`config.mk`:
```
export PLATFORM = sky130hd
export DESIGN_NAME = ahb_burst_arbiter_flat
export DESIGN_NICKNAME = d
export VERILOG_FILES = /design/src/rtl/ahb_burst_arbiter_pkg.sv /design/src/rtl/ahb_burst_arbiter_if.sv /design/src/rtl/ahb_burst_arbiter_beatcounter.sv /design/src/rtl/ahb_burst_arbiter.sv /design/src/flat_wrapper.sv
export SDC_FILE = /design/constraint.sdc
export NUM_CORES = 1
export LEC_CHECK = 0
export BUFFER_PORTS_ARGS = -buffer_cell sky130_fd_sc_hd__buf_2
export CORE_AREA = 2 2 44 46
export DETAILED_ROUTE_END_ITERATION = 10
export DIE_AREA = 0 0 46 48
export HOLD_SLACK_MARGIN = 0.15
export PLACE_DENSITY_LB_ADDON = 0.08
export SYNTH_ARGS = -nofsm -noshare
export SYNTH_HDL_FRONTEND = slang
export SYNTH_HIERARCHICAL = 1
export SYNTH_SLANG_ARGS = --single-unit
```
`constraint.sdc`:
```
create_clock -name clk -period 1.6 [get_ports clk]
set_clock_uncertainty 0.1 [all_clocks]
set_input_delay 0.16 -clock clk [delete_from_list [all_inputs] [get_ports clk]]
set_output_delay 0.16 -clock clk [all_outputs]
set_load 0.01 [all_outputs]
```
`src/rtl/ahb_burst_arbiter_pkg.sv`:
```
// Shared types, AHB encodings and beat-geometry helpers for the IFU/LSU AHB burst arbiter.
package ahb_burst_arbiter_pkg;

  typedef struct packed {
    int   AHBW;
    logic BURST_EN;
    int   ICACHE_LINELENINBITS;
    int   DCACHE_LINELENINBITS;
  } cvw_t;

  localparam cvw_t CVW_DEFAULT = '{AHBW: 32, BURST_EN: 1'b1,
                                   ICACHE_LINELENINBITS: 128, DCACHE_LINELENINBITS: 128};

  typedef enum logic [1:0] {ARB_IDLE, ARB_ADDR, ARB_DATA} arbstate_t;

  localparam logic [1:0] HTRANS_IDLE   = 2'b00;
  localparam logic [1:0] HTRANS_NONSEQ = 2'b10;
  localparam logic [1:0] HTRANS_SEQ    = 2'b11;

  localparam logic [2:0] HBURST_SINGLE = 3'b000;
  localparam logic [2:0] HBURST_INCR   = 3'b001;
  localparam logic [2:0] HBURST_INCR4  = 3'b011;
  localparam logic [2:0] HBURST_INCR8  = 3'b101;
  localparam logic [2:0] HBURST_INCR16 = 3'b111;

  // A burst always covers the larger of the two cache lines.
  function automatic int calc_beats(cvw_t p);
    int line;
    line = (p.ICACHE_LINELENINBITS > p.DCACHE_LINELENINBITS) ?
           p.ICACHE_LINELENINBITS : p.DCACHE_LINELENINBITS;
    return line / p.AHBW;
  endfunction

  function automatic int calc_logbeats(int beats);
    return (beats <= 2) ? 1 : $clog2(beats);
  endfunction

  function automatic logic [2:0] hburst_code(int beats);
    case (beats)
      4:       return HBURST_INCR4;
      8:       return HBURST_INCR8;
      16:      return HBURST_INCR16;
      default: return HBURST_INCR;
    endcase
  endfunction

endpackage

```
`src/rtl/ahb_burst_arbiter_if.sv`:
```
// Requester/bus-facing signal bundle of the arbiter; master = arbiter side, slave = environment side.
interface ahb_burst_arbiter_if #(parameter int LOGBEATS = 2);
  // Handshake: a requester raises XReq (with XBurst valid at the same time) and holds it until it
  // sees its one-cycle XDone pulse; the transfer advances only in cycles where HREADY is high.
  logic                IFUReq;
  logic                IFUBurst;
  logic                LSUReq;
  logic                LSUBurst;
  logic                HREADY;
  logic [1:0]          Grant;
  logic [1:0]          HTRANS;
  logic [2:0]          HBURST;
  logic [LOGBEATS-1:0] BeatIdx;
  logic                LastAddr;
  logic                IFUDone;
  logic                LSUDone;

  modport master (
    input  IFUReq, IFUBurst, LSUReq, LSUBurst, HREADY,
    output Grant, HTRANS, HBURST, BeatIdx, LastAddr, IFUDone, LSUDone
  );

  modport slave (
    output IFUReq, IFUBurst, LSUReq, LSUBurst, HREADY,
    input  Grant, HTRANS, HBURST, BeatIdx, LastAddr, IFUDone, LSUDone
  );
endinterface

```
`src/rtl/ahb_burst_arbiter_beatcounter.sv`:
```
// Address-phase beat counter: restarts at 0 when a transaction is granted, advances on HREADY.
module arb_beatcounter #(
  parameter int                  LOGBEATS  = 2,
  parameter logic [LOGBEATS-1:0] LAST_BEAT = '1
) (
  input  logic                clk,
  input  logic                reset,
  input  logic                load,
  input  logic                load_burst,
  input  logic                advance,
  output logic [LOGBEATS-1:0] beat_idx,
  output logic                at_last
);
  logic [LOGBEATS-1:0] cnt_q;
  logic [LOGBEATS-1:0] last_q;

  always_ff @(posedge clk) begin
    if (reset) begin
      cnt_q  <= '0;
      last_q <= '0;
    end else if (load) begin
      cnt_q  <= '0;
      last_q <= load_burst ? LAST_BEAT : '0;
    end else if (advance && !at_last) begin
      cnt_q  <= cnt_q + LOGBEATS'(1);
    end
  end

  assign beat_idx = cnt_q;
  assign at_last  = (cnt_q == last_q);
endmodule

```
`src/rtl/ahb_burst_arbiter.sv`:
```
// Arbitrates the AHB manager port between IFU and LSU and sequences the winner's single/burst transfer.
module ahb_burst_arbiter
  import ahb_burst_arbiter_pkg::*;
#(
  parameter cvw_t P            = CVW_DEFAULT,
  parameter int   STARVE_LIMIT = 4
) (
  input  logic                clk,
  input  logic                reset,
  ahb_burst_arbiter_if.master bus,
  output arbstate_t           dbg_state
);
  localparam int                  BEATS     = calc_beats(P);
  localparam int                  LOGBEATS  = calc_logbeats(BEATS);
  localparam logic [LOGBEATS-1:0] LAST_BEAT = LOGBEATS'(BEATS - 1);
  localparam logic [2:0]          BURST_CODE = hburst_code(BEATS);
  localparam int                  SW        = (STARVE_LIMIT < 1) ? 1 : $clog2(STARVE_LIMIT + 1);
  localparam logic [SW-1:0]       STARVE_MAX = SW'(STARVE_LIMIT);

  arbstate_t     state_q, state_d;
  logic          owner_ifu_q, owner_ifu_d;
  logic          burst_q, burst_d;
  logic [SW-1:0] starve_q, starve_d;
  logic          ifu_done_q, ifu_done_d;
  logic          lsu_done_q, lsu_done_d;

  logic                load;
  logic                ifu_wins;
  logic [LOGBEATS-1:0] beat_idx;
  logic                at_last;

  arb_beatcounter #(.LOGBEATS(LOGBEATS), .LAST_BEAT(LAST_BEAT)) u_beatcounter (
    .clk        (clk),
    .reset      (reset),
    .load       (load),
    .load_burst (burst_d),
    .advance    ((state_q == ARB_ADDR) && bus.HREADY),
    .beat_idx   (beat_idx),
    .at_last    (at_last)
  );

  always_ff @(posedge clk) begin
    if (reset) begin
      state_q     <= ARB_IDLE;
      owner_ifu_q <= 1'b0;
      burst_q     <= 1'b0;
      starve_q    <= '0;
      ifu_done_q  <= 1'b0;
      lsu_done_q  <= 1'b0;
    end else begin
      state_q     <= state_d;
      owner_ifu_q <= owner_ifu_d;
      burst_q     <= burst_d;
      starve_q    <= starve_d;
      ifu_done_q  <= ifu_done_d;
      lsu_done_q  <= lsu_done_d;
    end
  end

  // LSU wins contention until the IFU has lost STARVE_LIMIT times in a row.
  assign ifu_wins = bus.IFUReq && (!bus.LSUReq || (starve_q == STARVE_MAX));

  always_comb begin
    state_d     = state_q;
    owner_ifu_d = owner_ifu_q;
    burst_d     = burst_q;
    starve_d    = starve_q;
    ifu_done_d  = 1'b0;
    lsu_done_d  = 1'b0;
    load        = 1'b0;
    case (state_q)
      ARB_IDLE: begin
        if (bus.IFUReq || bus.LSUReq) begin
          state_d     = ARB_ADDR;
          load        = 1'b1;
          owner_ifu_d = ifu_wins;
          burst_d     = ifu_wins ? bus.IFUBurst : bus.LSUBurst;
          if (ifu_wins)
            starve_d = '0;
          else if (bus.IFUReq && (starve_q != STARVE_MAX))
            starve_d = starve_q + SW'(1);
        end
      end
      ARB_ADDR: begin
        if (bus.HREADY && at_last) state_d = ARB_DATA;
      end
      ARB_DATA: begin
        if (bus.HREADY) begin
          state_d    = ARB_IDLE;
          ifu_done_d = owner_ifu_q;
          lsu_done_d = !owner_ifu_q;
        end
      end
      default: state_d = ARB_IDLE;
    endcase
  end

  always_comb begin
    bus.Grant    = 2'b00;
    bus.HTRANS   = HTRANS_IDLE;
    bus.HBURST   = HBURST_SINGLE;
    bus.LastAddr = 1'b0;
    if (state_q != ARB_IDLE)
      bus.Grant = owner_ifu_q ? 2'b01 : 2'b10;
    if (state_q == ARB_ADDR) begin
      bus.HTRANS   = ((beat_idx == '0) || !P.BURST_EN) ? HTRANS_NONSEQ : HTRANS_SEQ;
      bus.HBURST   = (P.BURST_EN && burst_q) ? BURST_CODE : HBURST_SINGLE;
      bus.LastAddr = at_last;
    end
  end

  assign bus.BeatIdx = beat_idx;
  assign bus.IFUDone = ifu_done_q;
  assign bus.LSUDone = lsu_done_q;
  assign dbg_state   = state_q;
endmodule

```
`src/flat_wrapper.sv`:
```
// flat-port wrapper written by rule: the top's interface ports become plain ports
module ahb_burst_arbiter_flat import ahb_burst_arbiter_pkg::*;
#(
  parameter cvw_t P            = CVW_DEFAULT,
  parameter int   STARVE_LIMIT = 4
)
  (clk, reset, dbg_state, bus_IFUReq, bus_IFUBurst, bus_LSUReq, bus_LSUBurst, bus_HREADY, bus_Grant, bus_HTRANS, bus_HBURST, bus_BeatIdx, bus_LastAddr, bus_IFUDone, bus_LSUDone);
  ahb_burst_arbiter_if #(.LOGBEATS(2)) bus_i ();
  input  logic clk;
  input  logic reset;
  output arbstate_t dbg_state;
  input wire logic [$bits(bus_i.IFUReq)-1:0] bus_IFUReq;
  input wire logic [$bits(bus_i.IFUBurst)-1:0] bus_IFUBurst;
  input wire logic [$bits(bus_i.LSUReq)-1:0] bus_LSUReq;
  input wire logic [$bits(bus_i.LSUBurst)-1:0] bus_LSUBurst;
  input wire logic [$bits(bus_i.HREADY)-1:0] bus_HREADY;
  output wire logic [$bits(bus_i.Grant)-1:0] bus_Grant;
  output wire logic [$bits(bus_i.HTRANS)-1:0] bus_HTRANS;
  output wire logic [$bits(bus_i.HBURST)-1:0] bus_HBURST;
  output wire logic [$bits(bus_i.BeatIdx)-1:0] bus_BeatIdx;
  output wire logic [$bits(bus_i.LastAddr)-1:0] bus_LastAddr;
  output wire logic [$bits(bus_i.IFUDone)-1:0] bus_IFUDone;
  output wire logic [$bits(bus_i.LSUDone)-1:0] bus_LSUDone;
  assign bus_i.IFUReq = bus_IFUReq;
  assign bus_i.IFUBurst = bus_IFUBurst;
  assign bus_i.LSUReq = bus_LSUReq;
  assign bus_i.LSUBurst = bus_LSUBurst;
  assign bus_i.HREADY = bus_HREADY;
  assign bus_Grant = bus_i.Grant;
  assign bus_HTRANS = bus_i.HTRANS;
  assign bus_HBURST = bus_i.HBURST;
  assign bus_BeatIdx = bus_i.BeatIdx;
  assign bus_LastAddr = bus_i.LastAddr;
  assign bus_IFUDone = bus_i.IFUDone;
  assign bus_LSUDone = bus_i.LSUDone;
  ahb_burst_arbiter #(.P(P), .STARVE_LIMIT(STARVE_LIMIT)) u_core (.clk(clk), .reset(reset), .bus(bus_i), .dbg_state(dbg_state));
endmodule
```
* Yosys cells after proc, flatten, opt, wreduce, memory -nomap -nowiden
Index checks and enable logic that the tools add are counted.
** Word-level totals
- Register bits :: 13
- Word-level logic and storage cells :: 58
- Output and inout port bits :: 14
- Input bits :: 7
** Operators by class
- Eq/ne operators :: 8
- Add/sub/neg operators :: 2
- Bitwise gates (word level) :: 2
- Reductions and logical operators :: 19
- Muxes and demuxes :: 19
** Operators with widths (count)
- $mux 2 :: 8
- $mux 3 :: 3
- $mux 1 :: 7
- $pmux 2 s3 :: 1
- $reduce_and 3->1 :: 2
- $logic_and 1x1->1 :: 5
- $logic_not 2->1 :: 2
- $ne 2x2->1 const B :: 2
- $reduce_bool 2->1 :: 2
- $add 3x1->3 const B :: 1
- $eq 3x3->1 const B :: 1
- $logic_not 1->1 :: 3
- $ne 3x3->1 const B :: 1
- $reduce_or 3->1 :: 1
- $add 2x1->2 const B :: 1
- $eq 2x1->1 const B :: 1
- $eq 2x2->1 :: 1
- $eq 2x2->1 const B :: 1
- $logic_or 1x1->1 :: 2
- $ne 2x1->1 const B :: 1
- $not 1->1 :: 2
- $reduce_and 2->1 :: 1
- $reduce_or 2->1 :: 1

* Logic depth before layout (Yosys ltp)
Gate-level depths: netlist of the first run.
- Word-level depth :: 7
- Depth in mapped cells :: 7
- Mapped depth without buffers :: 7

* Modules after synthesis
Netlist of the first run, hierarchy kept.
** By module, submodules not included
- ahb_burst_arbiter :: seq. area each 180.2 um^2, instances 1, cells an instance 64, area an instance 521.8 um^2
- arb_beatcounter :: seq. area each 60.1 um^2, instances 1, cells an instance 15, area an instance 147.6 um^2

* Least setup slack after synthesis of the first run
OpenSTA, ideal clock, no wires.
- Path type :: register to register
- Start :: register u_core.state_q[0] (netlist: u_core/dbg_state[0])
- End :: register u_core.u_beatcounter.cnt_q[0] (netlist: u_core/u_beatcounter/beat_idx[0])
- Cell stages (with the launch flop) :: 6
- Data arrival time :: 1256 ps
- Setup slack :: 126 ps
- Period minus slack after synthesis :: 1474 ps
- Cells stage by stage :: dfxtp_1 nor2b_1 buf_2 and2_1 nand2_1 o221a_2
** Between the ends
- Longest elaborated chain between the ends :: 3
- Elaborated cells between the ends (all ways) :: 6
** Ends and longest elaborated chain
- from (decl) :: RTL line ahb_burst_arbiter.sv:20 : arbstate_t state_q, state_d;
- from (signal assigned) :: RTL line ahb_burst_arbiter.sv:51 : state_q <= state_d;
- $logic_not 2->1 / $eq 2x1->1 (equally long branches) :: RTL line ahb_burst_arbiter.sv:71, ahb_burst_arbiter.sv:37
- $mux 1 / $logic_and 1x1->1 (equally long branches) :: RTL line ahb_burst_arbiter.sv:71, ahb_burst_arbiter.sv:37
- $reduce_or 2->1 (no line) / $logic_and 1x1->1 (equally long branches)
- to (signal assigned) :: RTL line ahb_burst_arbiter_beatcounter.sv:25 : cnt_q <= cnt_q + LOGBEATS'(1);
- to (decl) :: RTL line ahb_burst_arbiter_beatcounter.sv:14 : logic [LOGBEATS-1:0] cnt_q;
Several ways; a longest one is shown, not always the timed one.
A chain may end at the register's enable or synchronous reset.

* Worst setup path in the final report of the first run
- Start :: register u_core.u_beatcounter.cnt_q[1] (netlist: u_core/u_beatcounter/beat_idx[1])
- End :: output port bus_LastAddr
** Between the ends
- Longest elaborated chain between the ends :: 2
** Ends and longest elaborated chain
- $eq 2x2->1 :: RTL line ahb_burst_arbiter_beatcounter.sv:30 : assign at_last = (cnt_q == last_q);
- net u_core.at_last :: RTL line ahb_burst_arbiter.sv:30 : logic at_last;
- $mux 1 :: RTL line ahb_burst_arbiter.sv:105 : if (state_q == ARB_ADDR) begin
- to (decl) :: RTL line flat_wrapper.sv:21 : output wire logic [$bits(bus_i.LastAddr)-1:0] bus_LastAddr;
The timed path passes the listed nets, and every way through them passes these cells.

==> impl_metrics.ini, run 1 <==
[floorplan]
die_w_um = 46
rows = 15
core-area_sq_um = 1689
die_area_sq_um = 2208
pin_count = 21
initial_utilization_pct = 39.63
die_y_um = 48

[sta]
tns_ns = 0
hold_viol_final = 0
rsz0062_at_grt = false
fin_crit_ns = 1.533
setup_viol = 0
fmax_mhz = 652.5
hold_slack_ns = 0.1482
min_period_over_period_pct = 95.79
layout_setup_ws_ns = 0.06733
drv_slew = 0

[finish]
antenna_cells = 0
layout.nets = 113
final_cell_area_sq_um = 859.6
drive_above_1_share_pct = 36.89
fin_cells = 120
area_delta_synth_final_pct = 28.41
final_util_pct = 50.89

[setup_path]
cp_cell_sequence = and2_2 > a21o_1 > and2_1 > buf_2
endpoint_kind = output port
crit_path_start_kind = flop
path_delay_family = flip-flops
max_stage_delay_ns = 0.36
slowest_stage = dfxtp_4
crit_buf_inv = 1
required_ns = 1.34
crit_fanout = 7
arrival_ns = 1.27
worstSetupPathType = reg2out

[logic_synthesis]
yosysSeqAreaShare_pct = 35.89
postSynthCellCount = 79
syn_area_per_cell_sq_um = 8.473
synth_warnings = 6
synth_nets = 88
synth-seq-cells = 12
yosys-top-cells-area = dfxtp_1, nor2_1, a21oi_1
synth_cell_types = 37
synth_area_sq_um = 669.4
yosys.area.top_type = dfxtp_1
synth_top_area_share_pct = 35.89

[power_and_ir_drop]
seqPwrFrac_pct = 45.2
power.internal_uw = 534.9
peakVddDrop_v = 0.0004335
p_per_area_nw_per_um2 = 865.6
p_comb_share_pct = 22.4
finalPower_uw = 744.1
switching_share_pct = 28.11
leakage_nw = 0.3939
p_sw_uw = 209.1
clock_power_share_pct = 32.4

[grt]
grt_max_degree = 12
grt-busiest-layer = met2
grt_pass1_wl_um = 2063
groute.layer.met2.usage_pct = 20.28
use_met3_pct = 3.396
grt_pass1_vias = 495
use_met1_pct = 17.61
grt.overflow.total = 0
antenna_found_initial = 0
grt_use_total_pct = 13.64

[detailed_routing]
wl_um = 1369
first_pass_iters = 5
first_iter_violations = 7
postRouteAntennaNets = 0
viasPerCell = 5.100
route.detailed.wl_per_inst_um = 11.41
vias = 612
drc_errors = 0

[flow_run]
drv_cap = 0

[clock_network]
cts_sinks = 12
clock_latency_ns = 0.27
htreeDepth = 1
cts_root_buffer = clkbuf_4
clock_path_buffers = 2
postCtsSetupBuffers = 0
numCtsBuffers = 3
clk_pin_slew_ns = 0.08
cts_tree = built

[outcome]
outcome = completed

[placement]
routabilityCongestion = 0.7271
pre_cts_ws_ns = 0.1563
post-place-cells = 111
io_buffers = 19
place_area_sq_um = 758.2
dp_hpwl_um = 993.7

[worst_hold_path]
hp-class = in2reg
[metal layers]
layer	share of wire [%]	up-vias
li1	-	323
met1	53	273
met2	43	14
met3	3.8	2
met4	0.88	0
met5	0	-
[layout by cell type, fill, tap and decap left out, drive strengths merged, types with 2 or more instances in the layout]
cell type and instances:
buf 21, dfxtp 12, nor2 9, nand2 6, a21oi 6, dlygate4sd3 5
clkbuf 4, and2 4, inv 3, nand3 3, nor3b 3, nor3 2
o21a 2, ha 2, nor2b 2, o21ai 2
[synth_stat cells]
| cell | number |
|---|---|
| dfxtp_1 | 12 |
| nor2_1 | 9 |
| a21oi_1 | 6 |
| nand2_1 | 6 |
| and2_1 | 3 |
| buf_4 | 3 |
| inv_1 | 3 |
| nand3_1 | 3 |
| ha_1 | 2 |
| nor2b_1 | 2 |
| nor3_1 | 2 |
| nor3b_1 | 2 |
| o21a_1 | 2 |
| a21bo_2 | 1 |
| a21boi_2 | 1 |
| a21o_1 | 1 |
| a22oi_1 | 1 |
| a311oi_1 | 1 |
| a31oi_1 | 1 |
| a32oi_1 | 1 |
| and2_2 | 1 |
| and3_1 | 1 |
| and4b_1 | 1 |
| buf_2 | 1 |
| buf_6 | 1 |
| clkbuf_1 | 1 |
| conb_1 | 1 |
| mux2i_1 | 1 |
| nand4b_1 | 1 |
| nor3b_2 | 1 |
| nor4_2 | 1 |
| o21ai_0 | 1 |
| o21ai_1 | 1 |
| o221a_2 | 1 |
| o31ai_1 | 1 |
| or2_2 | 1 |
| or3b_4 | 1 |
[power groups by stage]
stage                     Clock (mW)  Combinational (mW)  Sequential (mW)
after floorplan                    0               0.114            0.338
after detailed placement           0               0.155            0.343
final                          0.241               0.167            0.336
after global placement             0               0.155            0.342
after global routing           0.261               0.188            0.339
after CTS                      0.254               0.164            0.337
[area by class of cell]
cell class / instances / area [sq um]
timing repair buffer: 26 / 160.2
sequential: 12 / 249.0
tap: 17 / 21.27
inverter: 3 / 11.26
clock buffer: 4 / 36.28
fill: 178 / 829.5
multi-input combinational: 58 / 381.6
[what timing repair did]
item / in CTS / in global routing
gates resized for setup: 2 / 5
pin swaps: 0 / 1
endpoints found under the hold margin: 9 / 0
gates cloned: 0 / 0
setup endpoints to repair: 4 / 4
hold buffers: 5 / 0
[registers in the layout, indices dropped and copies added (netlist names)]
register	flops
u_core/starve_q	3
u_core/dbg_state	2
u_core/u_beatcounter/beat_idx	2
u_core/burst_q	1
u_core/bus.IFUDone	1
u_core/bus.LSUDone	1
u_core/owner_ifu_q	1
u_core/u_beatcounter/last_q	1
[worst register-to-register path, delay by kind of cell, from the launching register on]
family	cells	cell delay, ns
and+or+nand+nor	2	0.14
buffers and inverters	1	0.07
DFF	1	0.35
adders and majority gates	1	0.23
AOI/OAI and AO/OA	2	0.32
muxes	1	0.14
[worst paths after layout]
check	from	endpoint	slack (ns)	cells past startpoint
max reg2reg	u_core/starve_q[0]$_SDFFE_PP0P_	u_core/u_beatcounter/last_q[0]$_SDFFE_PP0P_	0.15	7
min reg2reg	u_core/owner_ifu_q$_SDFFE_PP0P_	u_core/bus.LSUDone$_SDFF_PP0_	0.37	1
min	bus_IFUReq	u_core/burst_q$_SDFF_PP0_	0.15	3
max	u_core/u_beatcounter/beat_idx[1]$_SDFFE_PP0P_	bus_LastAddr	0.07	4
[logic make-up (layout without fill, tap and decap cells)]
logic type | Yosys count | after routing | share of synthesized area (%)
other | 1 | 1 | 0.5602
adder cells (fa/ha/maj) | 2 | 2 | 3.738
AO/OA/AOI/OAI | 19 | 19 | 20.00
buffers and inverters | 9 | 33 | 8.036
flip-flops | 12 | 12 | 35.89
AND/OR/NAND/NOR | 35 | 35 | 30.28
multiplexers | 1 | 1 | 1.495
Power figures use the tool's default switching activity.
==> run 2, diff against run 1 <==
- CORE_AREA: 2 2 44 46 -> 2 2 49 42
- DIE_AREA: 0 0 46 48 -> 0 0 51 44
==> run 2 against run 1 <==
Against the previous run:
- clock-buffer cell count decreased by 1
- flip-flop and latch count unchanged
- sequential power about the same
- register-to-register slack about the same
- highest routed layer unchanged
- critical path type unchanged
- fmax about the same
- non-clock buffer count increased by 2
- final cell count increased by 6.7%
- combinational power increased by 7%
- via count increased by 0.98%
==> impl_metrics.ini, run 2 (same netlist as run 1, synthesis figures left out) <==
[placement]
io_buffers = 19
dp_hpwl_um = 1023
pre_cts_ws_ns = 0.1441
post-place-cells = 119
routabilityCongestion = 0.7705

[clock_network]
cts_sinks = 12
cts_root_buffer = clkbuf_4
clock_path_buffers = 2
clock_latency_ns = 0.26
clk_pin_slew_ns = 0.07
cts_tree = built
htreeDepth = 1
numCtsBuffers = 3

[setup_path]
worstSetupPathType = reg2out
arrival_ns = 1.27
endpoint_kind = output port
slowest_stage = dfxtp_4
path_delay_family = flip-flops
crit_buf_inv = 1
rrSetupSlack_ns = 0.14
required_ns = 1.34
cp_cell_sequence = and2_2 > a21o_1 > and2_1 > buf_2
crit_fanout = 7
max_stage_delay_ns = 0.37
crit_path_start_kind = flop

[finish]
final_common_cell = buf_2
fin_cells = 128
largest_reg_flops = 3
antenna_cells = 0
fillers = 184
area_delta_synth_final_pct = 29.72
layout.nets = 115
top_register = u_core/starve_q
final_cell_mix = buf_2, nor2_1, dfxtp_1
drive_above_1_share_pct = 36.54

[sta]
min_period_over_period_pct = 95.71
hold_viol_final = 0
drv_slew = 0
layout_setup_ws_ns = 0.06865
fmax_mhz = 653.0
fin_crit_ns = 1.531
setup_viol = 0

[detailed_routing]
postRouteAntennaNets = 0
drc_errors = 0
wl_um = 1435
viasPerCell = 4.828
first_iter_violations = 8
vias = 618
route.detailed.wl_per_inst_um = 11.21
first_pass_iters = 4

[power_and_ir_drop]
p_per_area_nw_per_um2 = 800.0
peakVddDrop_v = 0.0004525
leakage_nw = 0.3956

[grt]
grt_max_degree = 12
grt_pass1_wl_um = 2311
antenna_found_initial = 0
grt.overflow.total = 0
grt_pass1_vias = 505
grt_use_total_pct = 14.10

[floorplan]
pin_count = 21
initial_utilization_pct = 37.84
die_area_sq_um = 2244
rows = 14
die_w_um = 51
core-area_sq_um = 1769
die_y_um = 44

[outcome]
outcome = completed

[worst_hold_path]
hp-class = reg2reg

[flow_run]
drv_cap = 0
## run 2: cell count changes in the layout (fill, tap and decap cells not counted), sizes merged
cell	change
buf	+1
clkbuf	-1
dlygate4sd3	+1
## run 2: metal layers
metal  track usage, %  part of all wire (%)  vias up
li1                 -                     -      326
met1            19.20                    54      275
met2            19.74                    40       15
met3            5.172                   4.7        2
met4            6.486                  0.77        0
met5                0                     0        -
## run 2: metrics by stage
stage               utilization (%)  hold slack, ns  total power [mW]    TNS (ns)  instance area (sq um)
floorplan                         -          0.1324            0.4521           0                  669.4
global placement              43.78          0.3633            0.5039           0                  774.5
global route                  49.08          0.4065            0.7451  -0.0001980                  868.3
detailed placement            43.78          0.3638            0.5047           0                  774.5
CTS                           48.51          0.3834            0.7024           0                  858.3
finish                        49.08          0.3811            0.6947           0                  868.3
## run 2: what timing repair did
item	in CTS	in global routing
pin swaps	0	2
buffers inserted	0	0
endpoints found under the hold margin	9	0
endpoints found under the setup margin	3	5
hold buffers	6	0
resized for setup	1	5
## run 2: final cells by class
cell class,instances,area [sq um],share of cell area (%)
multi-input cells,58,379.1,43.66
well taps,24,30.03,3.458
repair buffers,28,177.7,20.46
inverters,3,11.26,1.297
clock buffers,3,22.52,2.594
flip-flops and latches,12,247.7,28.53
## run 2: power breakdown
part,total (mW),switching (mW),internal (mW)
Combinational,0.178,0.0907,0.0871
Clock,0.184,0.0969,0.0869
Sequential,0.333,0.0188,0.314
## run 2: path summary, 6_finish.rpt
check | from | endpoint | cells after the start
min reg2reg | u_core/owner_ifu_q$_SDFFE_PP0P_ | u_core/bus.LSUDone$_SDFF_PP0_ | 1
min | u_core/owner_ifu_q$_SDFFE_PP0P_ | u_core/bus.LSUDone$_SDFF_PP0_ | 1
max reg2reg | u_core/starve_q[0]$_SDFFE_PP0P_ | u_core/u_beatcounter/last_q[0]$_SDFFE_PP0P_ | 7
max | u_core/u_beatcounter/beat_idx[1]$_SDFFE_PP0P_ | bus_LastAddr | 4
